<file path="src/rtl/decoder_minterm_scanner.sv">
// Registered active-low N-to-2^N decoder with 138-style enables, a sum-of-minterms output
// and a self-test scan that captures the truth table. Optional mismatch counter: SCAN_MISMATCH_CNT_EN.
module decoder_minterm_scanner #(
   parameter int unsigned SEL_W = 3,
   parameter logic [(1<<SEL_W)-1:0] MINTERMS = 8'b1010_0101,
   parameter int unsigned STEP_DIV = 1
) (
   input  logic                      clk,
   input  logic                      rst_n,
   input  logic                      g1,
   input  logic                      g2a_n,
   input  logic                      g2b_n,
   input  logic                      mode,
   input  logic [SEL_W-1:0]          sel_in,
   input  logic                      start,
   output logic [(1<<SEL_W)-1:0]     y_n,
   output logic                      f_out,
   output logic [SEL_W-1:0]          cur_sel,
   output logic                      busy,
   output logic                      done,
   output logic [(1<<SEL_W)-1:0]     tt,
`ifdef SCAN_MISMATCH_CNT_EN
   output logic [SEL_W:0]            mismatch_cnt,
`endif
   output logic                      match
);

   localparam int unsigned NUM_CODES = 1 << SEL_W;
   localparam int unsigned STEP_W    = (STEP_DIV > 1) ? $clog2(STEP_DIV) : 1;
   localparam int unsigned MM_W      = SEL_W + 1;
   localparam logic [NUM_CODES-1:0] ONE      = NUM_CODES'(1);
   localparam logic [SEL_W-1:0]     LAST_SEL = {SEL_W{1'b1}};
   localparam logic [STEP_W-1:0]    LAST_STEP = STEP_W'(STEP_DIV - 1);

   localparam logic [1:0] IDLE = 2'd0;
   localparam logic [1:0] SCAN = 2'd1;
   localparam logic [1:0] DONE = 2'd2;

   logic [1:0]           state, state_nxt;
   logic [STEP_W-1:0]    step_cnt, step_nxt;
   logic [SEL_W-1:0]     cur_sel_nxt;
   logic [NUM_CODES-1:0] y_n_nxt, tt_nxt;
   logic                 f_nxt, busy_nxt, done_nxt, match_nxt;

   logic en_c, capture_c, cap_bit_c, scan_start_c;

   assign en_c         = g1 & ~g2a_n & ~g2b_n;
   assign capture_c    = en_c & (step_cnt == LAST_STEP);
   assign scan_start_c = (state == IDLE) & mode & start;
   // function value of the code currently on the outputs
   assign cap_bit_c    = |((ONE << cur_sel) & MINTERMS);

   // state register
   always_ff @(posedge clk or negedge rst_n) begin
      if (!rst_n) state <= IDLE;
      else        state <= state_nxt;
   end

   // next-state and next-output logic
   always_comb begin
      state_nxt   = state;
      step_nxt    = step_cnt;
      cur_sel_nxt = cur_sel;
      tt_nxt      = tt;
      match_nxt   = match;
      busy_nxt    = 1'b0;
      done_nxt    = 1'b0;
      case (state)
         IDLE: begin
            if (scan_start_c) begin
               state_nxt   = SCAN;
               cur_sel_nxt = '0;
               step_nxt    = '0;
               tt_nxt      = '0;
               match_nxt   = 1'b0;
               busy_nxt    = 1'b1;
            end else if (!mode) begin
               cur_sel_nxt = sel_in;
            end
         end
         SCAN: begin
            busy_nxt = 1'b1;
            if (capture_c) begin
               tt_nxt[cur_sel] = cap_bit_c;
               step_nxt        = '0;
               if (cur_sel == LAST_SEL) begin
                  // match is resolved here so it is already valid while done is high
                  state_nxt   = DONE;
                  cur_sel_nxt = '0;
                  busy_nxt    = 1'b0;
                  done_nxt    = 1'b1;
                  match_nxt   = (tt_nxt == MINTERMS);
               end else begin
                  cur_sel_nxt = cur_sel + 1'b1;
               end
            end else if (en_c) begin
               step_nxt = step_cnt + 1'b1;
            end
         end
         DONE: begin
            state_nxt = IDLE;
         end
         default: begin
            state_nxt = IDLE;
         end
      endcase
      y_n_nxt = en_c ? ~(ONE << cur_sel_nxt) : '1;
      f_nxt   = |(~y_n_nxt & MINTERMS);
   end

   // registered outputs
   always_ff @(posedge clk or negedge rst_n) begin
      if (!rst_n) begin
         step_cnt <= '0;
         cur_sel  <= '0;
         y_n      <= '1;
         f_out    <= 1'b0;
         busy     <= 1'b0;
         done     <= 1'b0;
         tt       <= '0;
         match    <= 1'b0;
      end else begin
         step_cnt <= step_nxt;
         cur_sel  <= cur_sel_nxt;
         y_n      <= y_n_nxt;
         f_out    <= f_nxt;
         busy     <= busy_nxt;
         done     <= done_nxt;
         tt       <= tt_nxt;
         match    <= match_nxt;
      end
   end

`ifdef SCAN_MISMATCH_CNT_EN
   logic [MM_W-1:0] mm_nxt;

   // saturating count of captured bits that disagree with the expected mask
   always_comb begin
      mm_nxt = mismatch_cnt;
      if (scan_start_c) begin
         mm_nxt = '0;
      end else if ((state == SCAN) && capture_c && (cap_bit_c != MINTERMS[cur_sel]) &&
                   (mismatch_cnt != MM_W'(NUM_CODES))) begin
         mm_nxt = mismatch_cnt + 1'b1;
      end
   end

   always_ff @(posedge clk or negedge rst_n) begin
      if (!rst_n) mismatch_cnt <= '0;
      else        mismatch_cnt <= mm_nxt;
   end
`endif

endmodule

</file>
<file path="config.mk">
export PLATFORM = sky130hd
export DESIGN_NAME = decoder_minterm_scanner
export DESIGN_NICKNAME = d
export VERILOG_FILES = /design/src/rtl/decoder_minterm_scanner.sv
export SDC_FILE = /design/constraint.sdc
export NUM_CORES = 1
export LEC_CHECK = 0
export CORE_MARGIN = 5
export CORE_UTILIZATION = 45
export DETAILED_ROUTE_END_ITERATION = 8
export PLACE_DENSITY = 0.73
export SYNTH_ARGS = -nofsm -noshare
export SYNTH_HDL_FRONTEND = slang
export SYNTH_SLANG_ARGS = --single-unit
</file>
<file path="constraint.sdc">
create_clock -name clk -period 3.4 [get_ports clk]
set_input_delay 0.68 -clock clk [delete_from_list [all_inputs] [get_ports clk]]
set_output_delay 0.68 -clock clk [all_outputs]
set_load 0.01 [all_outputs]
</file>
==> key figures <==
Worst setup path
  – Worst EP arrival: roughly 3200 ps
  – Worst R2R Path Depth: 7
  – Startpoint types: primary input
  – Critical path capture point type: register
  – CP Buf/Inv Count: 1
  – R2r setup slk: roughly 770 ps
  – Capture point of the worst reg-to-reg path: match
  – Worst r2r src: cur_sel[1]
  – Kind of critical path: primary input to register
  – CP Launch Point: g2a_n
  – Cell Chain, Critical Path: clkdlybuf4s50_1, or4b_4, a211o_1, a221o_1, nor4b_4, or3b_1
  – CP max-delay cell: or4b_4
  – Crit path required time: between 3000 and 4000 ps
  – Delay-heaviest family, CP: simple AND/OR/NAND/NOR gates
  – Max FO, Critical Path: 4
  – Max stage delay on crit path: around 600 ps

STA
  – Slew Limit Fails: 0
  – Final min period: 2890 ps
  – RSZ-0062 raised after global routing: no
  – Final hold vios: 0
  – Worst Skew: ~6.3 ps
  – Final Hold Slack: around 520 ps
  – Setup TNS: 0 ps
  – Setup-failing EPs final: 0
  – Period utilization: between 80 and 90%
  – Worst slew pin tran: 1030 ps
  – Max-slew headroom: 30.9%
  – Peak Freq: 345 MHz

Synthesis
  – Top cell type's share of synthesized area: between 30% and 40%
  – Mapped Avg Cell Area: 10.0 um2
  – Top cells by area, synth: dfrtp_1 (32%), dfstp_2 (15%), ha_1 (4.4%)
  – Sequential share of the synthesized area: 46.8%
  – Area leader, netlist: dfrtp_1
  – Mapped Area: 1410 um2
  – Top cells by count, synth: dfrtp_1 (18), nand2_1 (11), a21oi_1 (9), dfstp_2 (8), o21ai_0 (7)
  – Post-synth EDFFs: 0
  – Mapped Nets: 156
  – Unique masters post-synth: 46
  – Syn Inst Count: 141
  – Most common cell in the synthesized netlist: dfrtp_1
  – Yosys warnings: 0
  – Flops & latches, synth: 26
  – Share of flip-flops with an asynchronous set or reset: 100%
  – Ys flop type: dfrtp_1

CTS
  – CTS sink cnt: 26
  – CTS buffer count: 3
  – H-tree depth: 1
  – Clk slew on worst S/H paths: 160 ps
  – Cts hold-fix bufs: 0
  – CTS tree: built
  – Longest Clk Path Bufs: 2
  – CTS resizes: 0
  – Worst-Skew Late Latency: 320 ps
  – Postcts setup bufs: 0
  – CTS root buf: clkbuf_4

Global route
  – First-pass GRT wire length: 6.28 mm
  – Largest net degree at the start of global routing: 23
  – GR Overflow Total: 0
  – Global Route Usage Sum: 18.3%
  – Vias in the first global route: 1,321
  – Initial antenna violation count: 0

Routing
  – DRC Markers: 0
  – Total Wirelength: 3.60 mm
  – Wire per inst: between 15 and 20 um
  – First-pass iteration count of the detailed router: 4
  – Via-to-Cell Ratio: 5.83
  – DR vias: 1,282
  – Routed Antenna Nets: 0
  – Starting DRT DRC Count: between 40 and 50

Pwr
  – PD cells: 668 nW/um2
  – P_leak: approximately 0.75 nW
  – VDD IR max: 0.379 mV

Floorplan
  – Die height: 66.0 um
  – Die width: 66.0 um
  – I/O pins: 33
  – # rows: 20
  – Core Box Area: around 3000 um2
  – Initial Util: about 47%
  – DIE AREA: 4360 um2

Placed design
  – Final GP Congestion: slightly below 0.9
  – Dpl hpwl: 2.51 mm
  – Port Buffers: 32

Min path
  – Hold path cells: 2
  – HP Class: register to register
  – Hold Path Sink: match
  – Hold_sp: match

Layout
  – Multi-input gate area: 702 um2
  – Share of layout cells above drive strength 1: 12.5%
  – # fillers: 259
  – Nets: 192
  – Ant diodes: 0
  – Area growth syn-to-layout: 31.4%
  – Seq. cell area: 661 um2

Outcome
  – Outcome: complete, no violations

Job
  – Max Cap Viol: 0
[cells in the final DEF (no fill, tap or decap), types with 5 or more instances in the layout]
cell and instances:
clkdlybuf4s50_1 32, dfrtp_1 18, nand2_1 11, a21oi_1 9, dfstp_2 8, o21ai_0 7
nor2_1 6, inv_1 5, a31oi_1 5, o31ai_1 5, ha_1 5, buf_4 5
[metrics by stage]
stage               util [%]  worst slack [ps]  power (W)  instance area [um2]  instances
CTS                     61.2               525    0.00124                 1850        220
floorplan                  -               746   0.000787                 1410        141
finish                  61.2               505    0.00124                 1850        220
global placement        59.5               238   0.000999                 1800        216
global route            61.2               480    0.00133                 1850        220
detailed placement      59.5               171    0.00101                 1800        216
[where the power goes]
part | internal [W] | switching, W
clock | 0.000119 | 0.0000984
combinational | 0.000255 | 0.000280
sequential | 0.000372 | 0.000114
total | 0.000746 | 0.000493
[tightest hold or removal path, delay by kind of cell (launching register included)]
family / cells / cell delay [ps]
DFF: 1 / 390
AOI/OAI and AO/OA: 1 / 50
and+or+nand+nor: 1 / 60
[routing by layer]
metal / share of wire [%] / GRT usage, %
met5: 0 / 0
met4: 1.3 / 4.57
met3: 4.8 / 4.42
met2: 49 / 31.2
met1: 45 / 23.2
[logic make-up after synthesis]
logic type	share of synthesized area (%)
fa+ha+maj	4.43
simple gates	22.5
compound gates	20.6
buf+inv	3.46
mux	2.22
flops	46.8
[cell type report]
class / count / share of cell area [%]
sequential: 26 / 35.6
clock inverter: 1 / 1.62
timing repair buffer: 37 / 19.3
tap: 44 / 2.97
inverter: 7 / 1.42
clock buffer: 3 / 1.21
multi-input combinational: 102 / 37.9
[worst max-delay path by stage]
stage          endpoint  slack (ps)  depth (start not counted)
2_1_floorplan    y_n[0]         750                          5
3_5_place_dp     y_n[0]         170                          6
5_1_grt          y_n[0]         480                          6
6_report         y_n[0]         510                          6
4_1_cts          y_n[0]         520                          6
3_3_place_gp     y_n[0]         240                          6
[flip-flops by register name, summed over array words and instances (netlist names)]
| register | count |
|---|---|
| busy | 1 |
| cur_sel | 3 |
| done | 1 |
| f_out | 1 |
| match | 1 |
| state | 2 |
| step_cnt | 1 |
| tt | 8 |
| y_n | 8 |
Note: power is estimated with default switching activity, not from simulation.
